File: config.mk
export PLATFORM = sky130hd
export DESIGN_NAME = seg7_count_display
export DESIGN_NICKNAME = d
export VERILOG_FILES = /design/src/rtl/seg7_count_display.sv
export SDC_FILE = /design/constraint.sdc
export NUM_CORES = 1
export LEC_CHECK = 0
export BUFFER_PORTS_ARGS = -buffer_cell sky130_fd_sc_hd__buf_4
export CAP_MARGIN = 0
export CORE_ASPECT_RATIO = 0.9
export CORE_MARGIN = 10
export CORE_UTILIZATION = 45
export CTS_BUF_LIST = sky130_fd_sc_hd__clkbuf_4 sky130_fd_sc_hd__clkbuf_8
export CTS_CLUSTER_SIZE = 14
export DETAILED_ROUTE_END_ITERATION = 12
export SLEW_MARGIN = 20
export SYNTH_ARGS = -nofsm -noshare
export SYNTH_HDL_FRONTEND = slang
export SYNTH_SLANG_ARGS = --single-unit
File: constraint.sdc
create_clock -name clk -period 1.6 [get_ports clk]
set_input_delay 0.16 -clock clk [delete_from_list [all_inputs] [get_ports clk]]
set_output_delay 0.16 -clock clk [all_outputs]
set_load 0.05 [all_outputs]
File: src/rtl/seg7_count_display.sv
// Two-digit multiplexed 7-segment display for the active-low 6-bit LED counter.
// A sequential double-dabble engine converts the value to BCD; leading zero on tens is blanked.
module seg7_count_display #(
    parameter int CLK_FREQ     = 27000000,
    parameter int REFRESH_HZ   = 1000,
    parameter bit COMMON_ANODE = 1'b1
) (
    input  logic       clk,
    input  logic       rst,
    input  logic [5:0] count_n_i,
    output logic [6:0] seg_o,
    output logic [1:0] dig_o,
    output logic       busy_o
);

    localparam int DIV = CLK_FREQ / REFRESH_HZ;
    localparam int CW  = (DIV > 2) ? $clog2(DIV) : 1;
    localparam logic [CW-1:0] DIV_LAST = CW'(DIV - 1);

    localparam logic [1:0] IDLE  = 2'd0;
    localparam logic [1:0] SHIFT = 2'd1;
    localparam logic [1:0] LOAD  = 2'd2;

    localparam logic [6:0] SEG_OFF = COMMON_ANODE ? 7'h7F : 7'h00;

    logic [1:0]    state_q;
    logic [5:0]    cnt_q;
    logic [5:0]    last_q;
    logic [5:0]    conv_q;
    logic [5:0]    bin_r;
    logic [7:0]    bcd_r;
    logic [7:0]    bcd_adj;
    logic [13:0]   shifted;
    logic [2:0]    step_q;
    logic [3:0]    tens_q;
    logic [3:0]    ones_q;
    logic          busy_q;

    logic [CW-1:0] refresh_q;
    logic          sel_q;

    logic [3:0]    digit_sel;
    logic [6:0]    seg_ah;
    logic [6:0]    seg_next;
    logic [1:0]    dig_next;
    logic [6:0]    seg_q;
    logic [1:0]    dig_q;

    // Double-dabble correction: any BCD nibble >= 5 gets +3 before the shift.
    for (genvar gi = 0; gi < 2; gi++) begin : g_adj
        assign bcd_adj[gi*4 +: 4] = (bcd_r[gi*4 +: 4] >= 4'd5) ?
                                    bcd_r[gi*4 +: 4] + 4'd3 : bcd_r[gi*4 +: 4];
    end

    assign shifted = {bcd_adj, bin_r} << 1;

    always_ff @(posedge clk) begin
        if (!rst) begin
            state_q <= IDLE;
            cnt_q   <= 6'd0;
            last_q  <= 6'd0;
            conv_q  <= 6'd0;
            bin_r   <= 6'd0;
            bcd_r   <= 8'h00;
            step_q  <= 3'd0;
            tens_q  <= 4'd0;
            ones_q  <= 4'd0;
            busy_q  <= 1'b0;
        end else begin
            cnt_q <= ~count_n_i;
            case (state_q)
                IDLE: begin
                    if (cnt_q != last_q) begin
                        bin_r   <= cnt_q;
                        conv_q  <= cnt_q;
                        bcd_r   <= 8'h00;
                        step_q  <= 3'd0;
                        busy_q  <= 1'b1;
                        state_q <= SHIFT;
                    end
                end
                SHIFT: begin
                    bcd_r  <= shifted[13:6];
                    bin_r  <= shifted[5:0];
                    step_q <= step_q + 3'd1;
                    if (step_q == 3'd5) begin
                        state_q <= LOAD;
                    end
                end
                LOAD: begin
                    tens_q  <= bcd_r[7:4];
                    ones_q  <= bcd_r[3:0];
                    // Remember what was converted so a change during conversion is re-detected.
                    last_q  <= conv_q;
                    busy_q  <= 1'b0;
                    state_q <= IDLE;
                end
                default: begin
                    state_q <= IDLE;
                end
            endcase
        end
    end

    always_ff @(posedge clk) begin
        if (!rst) begin
            refresh_q <= '0;
            sel_q     <= 1'b0;
        end else if (refresh_q == DIV_LAST) begin
            refresh_q <= '0;
            sel_q     <= ~sel_q;
        end else begin
            refresh_q <= refresh_q + 1'b1;
        end
    end

    function automatic logic [6:0] decode(input logic [3:0] d);
        logic [6:0] s;
        case (d)
            4'd0:    s = 7'h3F;
            4'd1:    s = 7'h06;
            4'd2:    s = 7'h5B;
            4'd3:    s = 7'h4F;
            4'd4:    s = 7'h66;
            4'd5:    s = 7'h6D;
            4'd6:    s = 7'h7D;
            4'd7:    s = 7'h07;
            4'd8:    s = 7'h7F;
            4'd9:    s = 7'h6F;
            default: s = 7'h00;
        endcase
        return s;
    endfunction

    always_comb begin
        digit_sel = sel_q ? tens_q : ones_q;
        seg_ah    = decode(digit_sel);
        if (sel_q && (tens_q == 4'd0)) begin
            seg_ah = 7'h00;
        end
        seg_next = COMMON_ANODE ? ~seg_ah : seg_ah;
        dig_next = sel_q ? 2'b01 : 2'b10;
    end

    always_ff @(posedge clk) begin
        if (!rst) begin
            seg_q <= SEG_OFF;
            dig_q <= 2'b11;
        end else begin
            seg_q <= seg_next;
            dig_q <= dig_next;
        end
    end

    assign seg_o  = seg_q;
    assign dig_o  = dig_q;
    assign busy_o = busy_q;

endmodule

==> reports/metrics.yaml, run 1 <==
finalHoldWorstSlack_ns: 0.0673
routed_via_density: 5.10
relSlewSlack_pct: 71.9
r2r-end: "bin_r[0]$_SDFFE_PN0P_"
ys_seq_area_share_pct: 45.5
endpoint_kind: "flop"
cp_data_required_time_ns: 1.84
grtUsageMet1_pct: 15.1
row_count: 28
synth.lib_cells_used.distinct: 50
yosys_warnings: 0
slew_viol_final: 0
groute.layer.met2.usage_pct: 19.7
drt-wirelength-per-cell_um: 13.3
tightest_slew_ns: 0.422
via_count_of_the_first_global_routing_pass: 2405
crit_path_start_kind: "flop"
tritoncts_num_sinks: 71
syn-instance-count: 346
detail_route.first_pass.iterations: 4
synth_seq_cells: 71
r2r_cells: 5
critical_path.startpoint: "cnt_q[1]$_SDFF_PN0_"
synth_edf_count: 0
worst-r2r-setup-slack_ns: 0.09
grt_usage_pct: 12.7
syn2layout_area_growth_pct: 21.6
holdCritPathClass: "in2reg"
largest_net_degree_at_the_start_of_global_routing: 43
final_standard_cell_count_with_taps_included_and_fillers_excluded: 488
mappedNetlistNets: 366
gpl.final_weighted_congestion: 0.811
layout_min_cycle_time_ns: 1.51
power.ir.vdd_worst_mv: 0.467
drt_drc: 0
hold_path_startpoint: "rst"
fmax_ghz: 0.663
mostFrequentLayoutCells: "sky130_fd_sc_hd__dfxtp_1 (70), sky130_fd_sc_hd__nand2_1 (53), sky130_fd_sc_hd__buf_4 (45)"
setup-violations-final: 0
globalRouteMet3Util_pct: 5.73
cts_buffer_depth: 2
ctsRootBufferMaster: "sky130_fd_sc_hd__clkbuf_8"
grt_antenna_before_repair: 0
maxCapViolations: 0
timing_hold_violations_final: 0
die_area_um2: 10700
power.static_leakage_nw: 1.40
busiest_layer: "met2"
syn_area_um2: 3120
yosys_most_used_dff: "sky130_fd_sc_hd__dfxtp_1"
floorplan.die.height_um: 99.0
crit_arrival_ns: 1.75
finalCritPeriodShare_pct: 94.3
final_antenna_net_count: 0
run_status: "completed"
place_hpwl_um: 4570
global_route_wire_length_before_repair_um: 11000
vias: 2488
async_sr_flop_fraction_pct: 0
synthesis.area_per_instance_um2: 9.02
fin_nets: 414
antennaDiodeCount: 0
crit_path_kind: "reg2reg"
overall_routed_net_length_um: 6490
floorplan.die.width_um: 108
clkTransAtPathRegs_ns: 0.07
layout_commonest_cell: "sky130_fd_sc_hd__dfxtp_1"
power.density_cell_area_nw_per_um2: 939
first_iter_violations: 85
cts-htree-levels: 3
overflow: 0
worst_skew_pair.late_latency_ns: 0.35
port_buffers: 17
initial_core_util_pct: 46.9
filler_cell_count: 631
floorplan.core_area_um2: 6660
post-place-cells: 466
drive_above_1_share_pct: 20.4
cp_max_fo: 7
cts_tree: "done"
cp-endpoint: "bin_r[0]$_SDFFE_PN0P_"
cts_inserted_buffers: 9
floorplan.io_pins: 18
clock_skew_ns: 0.00984
timing.rr.start: "cnt_q[1]$_SDFF_PN0_"
-- area by class of cell --
cell class	instances	area, um^2	area share (%)
multi-input cells	249	1610	42.5
flip-flops and latches	71	1420	37.5
repair buffers	52	418	11.0
clock buffers	11	139	3.66
well taps	90	113	2.97
clock inverters	4	47.5	1.25
inverters	11	41.3	1.09
-- sequential cells by signal, summed over array words and instances (netlist names) --
signal and count:
refresh_q 15, bcd_r 8, seg_o 7, bin_r 6, cnt_q 6, conv_q 6
last_q 6, ones_q 4, tens_q 4, step_q 3, dig_o 2, state_q 2
busy_o 1, sel_q 1
-- logic make-up (layout without fill, tap and decap cells) --
| family | Yosys count | count (layout) | synth area share [%] |
|---|---|---|---|
| AOI/OAI and AO/OA | 65 | 65 | 13.7 |
| xor gates and xnor gates | 27 | 27 | 7.58 |
| DFF | 71 | 71 | 45.5 |
| and+or+nand+nor | 133 | 133 | 20.4 |
| muxes | 12 | 12 | 4.01 |
| adders and majority gates | 12 | 12 | 4.81 |
| buffers and inverters | 26 | 78 | 3.97 |
-- power breakdown --
| group | leakage, nW | internal [mW] | total [mW] | switching, mW |
|---|---|---|---|---|
| registers | 0.580 | 1.82 | 1.86 | 0.0412 |
| clock network | 0.0960 | 0.740 | 1.35 | 0.612 |
| logic | 0.720 | 0.142 | 0.346 | 0.204 |
-- critical path, cell delays in order (launching register included) --
cell and delay [ns]:
sky130_fd_sc_hd__dfxtp_1 0.33, sky130_fd_sc_hd__xor2_1 0.19, sky130_fd_sc_hd__or2_1 0.26, sky130_fd_sc_hd__buf_4 0.17, sky130_fd_sc_hd__a32o_1 0.24, sky130_fd_sc_hd__o31a_1 0.22
-- synth_stat cells, types with 5 or more instances --
cell type	n	share of area (%)
sky130_fd_sc_hd__o22ai_1	7	1.4
sky130_fd_sc_hd__ha_1	12	4.8
sky130_fd_sc_hd__xnor2_1	20	5.6
sky130_fd_sc_hd__nor3_1	8	1.3
sky130_fd_sc_hd__nand3_1	11	1.8
sky130_fd_sc_hd__o21ai_0	7	1.1
sky130_fd_sc_hd__nand2b_1	5	1.0
sky130_fd_sc_hd__buf_2	5	0.80
sky130_fd_sc_hd__nand2_1	53	6.4
sky130_fd_sc_hd__inv_1	10	1.2
sky130_fd_sc_hd__mux2i_1	8	2.6
sky130_fd_sc_hd__xor2_1	7	2.0
sky130_fd_sc_hd__clkbuf_1	6	0.72
sky130_fd_sc_hd__a21oi_1	22	3.5
sky130_fd_sc_hd__a31oi_1	7	1.4
sky130_fd_sc_hd__dfxtp_1	71	46
sky130_fd_sc_hd__nor2_1	28	3.4
-- worst min-delay path by stage --
stage	to	cells after the start
3_5_place_dp	cnt_q[4]$_SDFF_PN0_	2
4_1_cts	dig_o[1]$_SDFF_PN1_	2
3_3_place_gp	cnt_q[4]$_SDFF_PN0_	2
5_1_grt	dig_o[0]$_SDFF_PN1_	2
2_1_floorplan	cnt_q[0]$_SDFF_PN0_	1
6_report	dig_o[1]$_SDFF_PN1_	2
-- stage by stage --
step	setup TNS, ns	setup slack [ns]	area [um^2]	util [%]	total power, mW
CTS	0	0.0459	3760	56.4	3.62
global route	-0.0103	-0.0103	3790	57.0	3.73
finish	0	0.0912	3790	57.0	3.56
floorplan	0	0.0162	3120	-	2.12
detailed placement	-0.0305	-0.0146	3500	52.6	2.23
global placement	0	0.0755	3500	52.6	2.23
-- repair_timing --
item / CTS / global route
pin swaps: 0 / 2
resized for setup: 2 / 7
endpoints found under the setup margin: 9 / 26
hold endpoints to repair: 6 / 0
hold buffers: 6 / 0
buffers inserted: 0 / 1
-- metal layers --
layer  wire length (um)  share of wire, %
met5                  0                 0
met4                101               1.6
met3                328               5.1
met2               2990                46
met1               3070                47
(Power assumes the default switching activity.)
==> run 2, diff against run 1 <==
Settings changed: CORE_ASPECT_RATIO 0.9 to 0.7.
==> reports/metrics.yaml, run 2 (synthesized netlist as in run 1, its figures left out) <==
run_status: "completed"
holdCritPathClass: "in2reg"
worst-r2r-setup-slack_ns: 0.07
slew_viol_final: 0
overall_routed_net_length_um: 6850
floorplan.die.width_um: 120
r2r-end: "sel_q$_SDFFE_PN0N_"
largest_net_degree_at_the_start_of_global_routing: 26
cp_data_required_time_ns: 1.82
combPwrFrac_pct: 9.7
cell_by_cell_listing_of_the_critical_path: "ha_1 -> nand4bb_1 -> or4_4 -> xor2_1 -> nor2_1"
seqPwrFrac_pct: 49.3
fin_nets: 414
cpLargestDelayFamily: "simple AND/OR/NAND/NOR gates"
fmax_ghz: 0.655
maxCapViolations: 0
timing.hold.worst_endpoint: "seg_o[4]$_SDFF_PN1_"
report.power.total_mw: 3.78
mostFrequentLayoutCells: "sky130_fd_sc_hd__dfxtp_1 (70), sky130_fd_sc_hd__nand2_1 (53), sky130_fd_sc_hd__buf_4 (45)"
totalNegativeSetupSlack_ns: 0
cts-htree-levels: 3
row_count: 25
finalCritPeriodShare_pct: 95.4
cts_buffer_depth: 2
crit_path_max_incr_delay_ns: 0.48
pwr-share-clk_pct: 41.0
post-place-cells: 471
critical_path.startpoint: "refresh_q[0]$_SDFF_PP0_"
first_iter_violations: 108
tritoncts_num_sinks: 71
cts_tree: "done"
detail_route.wirelength.met1_um: 3690
critical_path.n_buffers_inverters: 0
largest-register: "refresh_q"
final_antenna_net_count: 0
floorplan.io_pins: 18
tightest_slew_ns: 0.470
antennaDiodeCount: 0
routed_via_density: 5.08
syn2layout_area_growth_pct: 23.5
detail_route.first_pass.iterations: 4
setup-violations-final: 0
grt_antenna_before_repair: 0
vias: 2498
floorplan.die.height_um: 89.7
global_route_wire_length_before_repair_um: 11400
die_area_um2: 10700
crit_arrival_ns: 1.75
intPower_mw: 2.90
power.static_leakage_nw: 1.41
cp_max_fo: 4
worst_skew_pair.late_latency_ns: 0.35
layout_commonest_cell: "sky130_fd_sc_hd__dfxtp_1"
drive_above_1_share_pct: 21.4
clock_skew_ns: 0.0107
clkTransAtPathRegs_ns: 0.07
postLayoutCoreUtil_pct: 57.1
r2r_cells: 5
drt_drc: 0
place_hpwl_um: 4900
layout_min_cycle_time_ns: 1.53
overflow: 0
power.ir.vdd_worst_mv: 0.598
topRoutingLayerUsed: "met4"
crit_path_start_kind: "flop"
ctsRootBufferMaster: "sky130_fd_sc_hd__clkbuf_8"
worstHoldPathCells: 4
via_count_of_the_first_global_routing_pass: 2400
timing.rr.start: "refresh_q[0]$_SDFF_PP0_"
timing_hold_violations_final: 0
power.density_cell_area_nw_per_um2: 980
gpl.final_weighted_congestion: 0.808
port_buffers: 17
critical-path-slowest-cell: "sky130_fd_sc_hd__or4_4"
initial_core_util_pct: 46.2
endpoint_kind: "flop"
floorplan.core_area_um2: 6760
grt_usage_pct: 13.3
relSlewSlack_pct: 68.7
drt-wirelength-per-cell_um: 13.9
largest_register_ffs: 15
detailroute.wirelength.met2_um: 2860
final_standard_cell_count_with_taps_included_and_fillers_excluded: 492
net-switching-power_mw: 0.879
met3WireLength_um: 221
sw_frac_of_total_pct: 23.3
cts_inserted_buffers: 9
hold_path_startpoint: "rst"
crit_path_kind: "reg2reg"
-- run 2: worst max-delay path by stage --
| stage | depth (start not counted) | to |
|---|---|---|
| global route | 6 | bcd_r[6]$_SDFFE_PN0P_ |
| detailed placement | 5 | refresh_q[6]$_SDFF_PP0_ |
| global placement | 5 | refresh_q[7]$_SDFF_PP0_ |
| finish | 5 | sel_q$_SDFFE_PN0N_ |
| floorplan | 6 | seg_o[6]$_SDFF_PN1_ |
| CTS | 5 | refresh_q[6]$_SDFF_PP0_ |
-- run 2: final cells by class --
type	instances	area, um^2
clock buffer	11	145
clock inverter	4	70.1
fill	637	2900
inverter	11	41.3
multi-input combinational	249	1640
sequential	71	1420
tap	94	118
timing repair buffer	52	418
-- run 2: power groups by stage --
stage	clock, mW	combinational [mW]	sequential, mW
6_report	1.55	0.365	1.86
5_1_grt	1.67	0.399	1.87
4_1_cts	1.60	0.363	1.86
3_5_place_dp	0	0.349	1.90
3_3_place_gp	0	0.347	1.90
2_1_floorplan	0	0.191	1.93
-- run 2: per-layer routing --
layer / track usage, % / up-vias
met2: 20.5 / 33
met3: 4.37 / 7
met1: 17.0 / 1161
met5: 0 / -
li1: - / 1297
met4: 4.91 / 0
-- run 2: repair_timing --
item	CTS	global route
hold buffers	6	0
endpoints found under the hold margin	6	0
setup buffers	0	0
gates resized for setup	0	14
endpoints found under the setup margin	0	27
-- run 2: through the flow --
step | setup slack, ns | hold WS [ns] | cell area (um^2)
2_1_floorplan | 0.0162 | 0.232 | 3120
3_3_place_gp | 0.0739 | 0.315 | 3510
3_5_place_dp | 0.0182 | 0.319 | 3510
4_1_cts | 0.00163 | 0.117 | 3790
5_1_grt | -0.0247 | 0.147 | 3860
6_report | 0.0730 | 0.148 | 3860
-- run 2: tightest hold or removal path, stage by stage --
cell and delay [ns]:
sky130_fd_sc_hd__buf_4 0.11, sky130_fd_sc_hd__clkinv_1 0.06, sky130_fd_sc_hd__a31oi_1 0.07, sky130_fd_sc_hd__nand2_1 0.06
==> run 3, diff against run 2 <==
Settings changed: CORE_ASPECT_RATIO 0.7 to unset, CTS_BUF_LIST sky130_fd_sc_hd__clkbuf_4 sky130_fd_sc_hd__clkbuf_8 to sky130_fd_sc_hd__clkbuf_8.
==> reports/metrics.yaml, run 3 (synthesized netlist as in run 1, its figures left out) <==
overflow: 0
via_count_of_the_first_global_routing_pass: 2348
row_count: 30
floorplan.core_area_um2: 6760
syn2layout_area_growth_pct: 21.2
vias: 2492
endpoint_kind: "flop"
grt_antenna_before_repair: 0
power.static_leakage_nw: 1.40
detail_route.first_pass.iterations: 4
floorplan.die.height_um: 103
power.density_cell_area_nw_per_um2: 953
cp_data_required_time_ns: 1.83
intPower_mw: 2.71
clkTransAtPathRegs_ns: 0.08
seqPwrFrac_pct: 51.6
first_iter_violations: 91
tritoncts_num_sinks: 71
largest_net_degree_at_the_start_of_global_routing: 29
holdCritPathClass: "in2reg"
finalCritPeriodShare_pct: 94.3
power.ir.vdd_worst_mv: 0.640
crit_arrival_ns: 1.74
cts-htree-levels: 3
sw_frac_of_total_pct: 24.9
worst_skew_pair.late_latency_ns: 0.35
drt-wirelength-per-cell_um: 13.5
routed_via_density: 5.20
gpl.final_weighted_congestion: 0.795
pwr-share-clk_pct: 38.9
floorplan.die.width_um: 103
fmax_ghz: 0.663
relSlewSlack_pct: 72.3
dpl_cell_area_um2: 3480
port_buffers: 17
antennaDiodeCount: 0
cp_max_fo: 4
timing_hold_violations_final: 0
cts_tree: "done"
drive_above_1_share_pct: 20.8
layout_min_cycle_time_ns: 1.51
tightest_slew_ns: 0.416
setup-violations-final: 0
layout_commonest_cell: "sky130_fd_sc_hd__dfxtp_1"
die_area_um2: 10700
report.power.total_mw: 3.61
cts_inserted_buffers: 9
overall_routed_net_length_um: 6470
slew_viol_final: 0
largest-register: "refresh_q"
largest_register_ffs: 15
cts_buffer_depth: 2
global_route_wire_length_before_repair_um: 11100
clock_skew_ns: 0.00841
ctsRootBufferMaster: "sky130_fd_sc_hd__clkbuf_8"
combPwrFrac_pct: 9.6
crit_path_kind: "reg2reg"
initial_core_util_pct: 46.2
final_antenna_net_count: 0
fin_nets: 414
grt_setup_unrepaired: "yes"
finalHoldWorstSlack_ns: 0.124
mostFrequentLayoutCells: "sky130_fd_sc_hd__dfxtp_1 (70), sky130_fd_sc_hd__nand2_1 (53), sky130_fd_sc_hd__buf_4 (46)"
place_hpwl_um: 4420
maxCapViolations: 0
net-switching-power_mw: 0.898
run_status: "completed"
floorplan.io_pins: 18
drt_drc: 0
final_area_um2: 3780
grt_usage_pct: 13.2
totalNegativeSetupSlack_ns: 0
crit_path_start_kind: "flop"
-- run 3: routing by layer --
metal	track usage [%]	up-vias	part of all wire [%]
met5	0	-	0
met4	5.45	0	1.7
met3	3.79	11	3.3
met2	19.4	26	45
met1	17.8	1166	50
li1	-	1289	-
-- run 3: path summary, 6_finish.rpt --
kind / from / to / slack (ns) / cells past startpoint
max: refresh_q[0]$_SDFF_PP0_ / sel_q$_SDFFE_PN0N_ / 0.09 / 5
min: rst / seg_o[4]$_SDFF_PN1_ / 0.12 / 4
max reg2reg: refresh_q[0]$_SDFF_PP0_ / sel_q$_SDFFE_PN0N_ / 0.09 / 5
min reg2reg: conv_q[5]$_SDFFE_PN0P_ / last_q[5]$_SDFFE_PN0P_ / 0.45 / 2
-- run 3: area by class of cell --
class                      count  area (um^2)
multi-input combinational    249         1630
timing repair buffer          52          405
tap                           80          100
inverter                      11         41.3
clock inverter                 6         52.6
clock buffer                  10          138
sequential                    71         1420
fill                         627         2970
-- run 3: repair_timing --
item,in CTS,in global routing
hold buffers,6,0
gates resized for setup,1,11
cloned,0,0
setup endpoints to repair,2,16
setup buffers,0,1
endpoints found under the hold margin,6,0
pin swaps,0,2
-- run 3: power by group through the flow --
stage | Combinational (mW) | Sequential [mW] | Clock (mW)
after detailed placement | 0.332 | 1.90 | 0
after global routing | 0.381 | 1.87 | 1.50
final | 0.345 | 1.86 | 1.40
after floorplan | 0.191 | 1.93 | 0
after global placement | 0.331 | 1.90 | 0
after CTS | 0.344 | 1.86 | 1.43
-- run 3: metrics by stage --
step	setup slack (ns)	cells	util (%)
2_1_floorplan	0.0162	346	-
5_1_grt	-0.0103	479	56.0
3_5_place_dp	-0.0127	456	51.5
3_3_place_gp	-0.0150	456	51.5
6_report	0.0916	479	56.0
4_1_cts	0.00592	478	55.2
-- run 3: worst max-delay path, stage by stage (launching register included) --
cell,delay (ns)
sky130_fd_sc_hd__dfxtp_1,0.37
sky130_fd_sc_hd__ha_2,0.23
sky130_fd_sc_hd__nand4bb_1,0.12
sky130_fd_sc_hd__or4_4,0.49
sky130_fd_sc_hd__xor2_1,0.15
sky130_fd_sc_hd__nor2_1,0.05
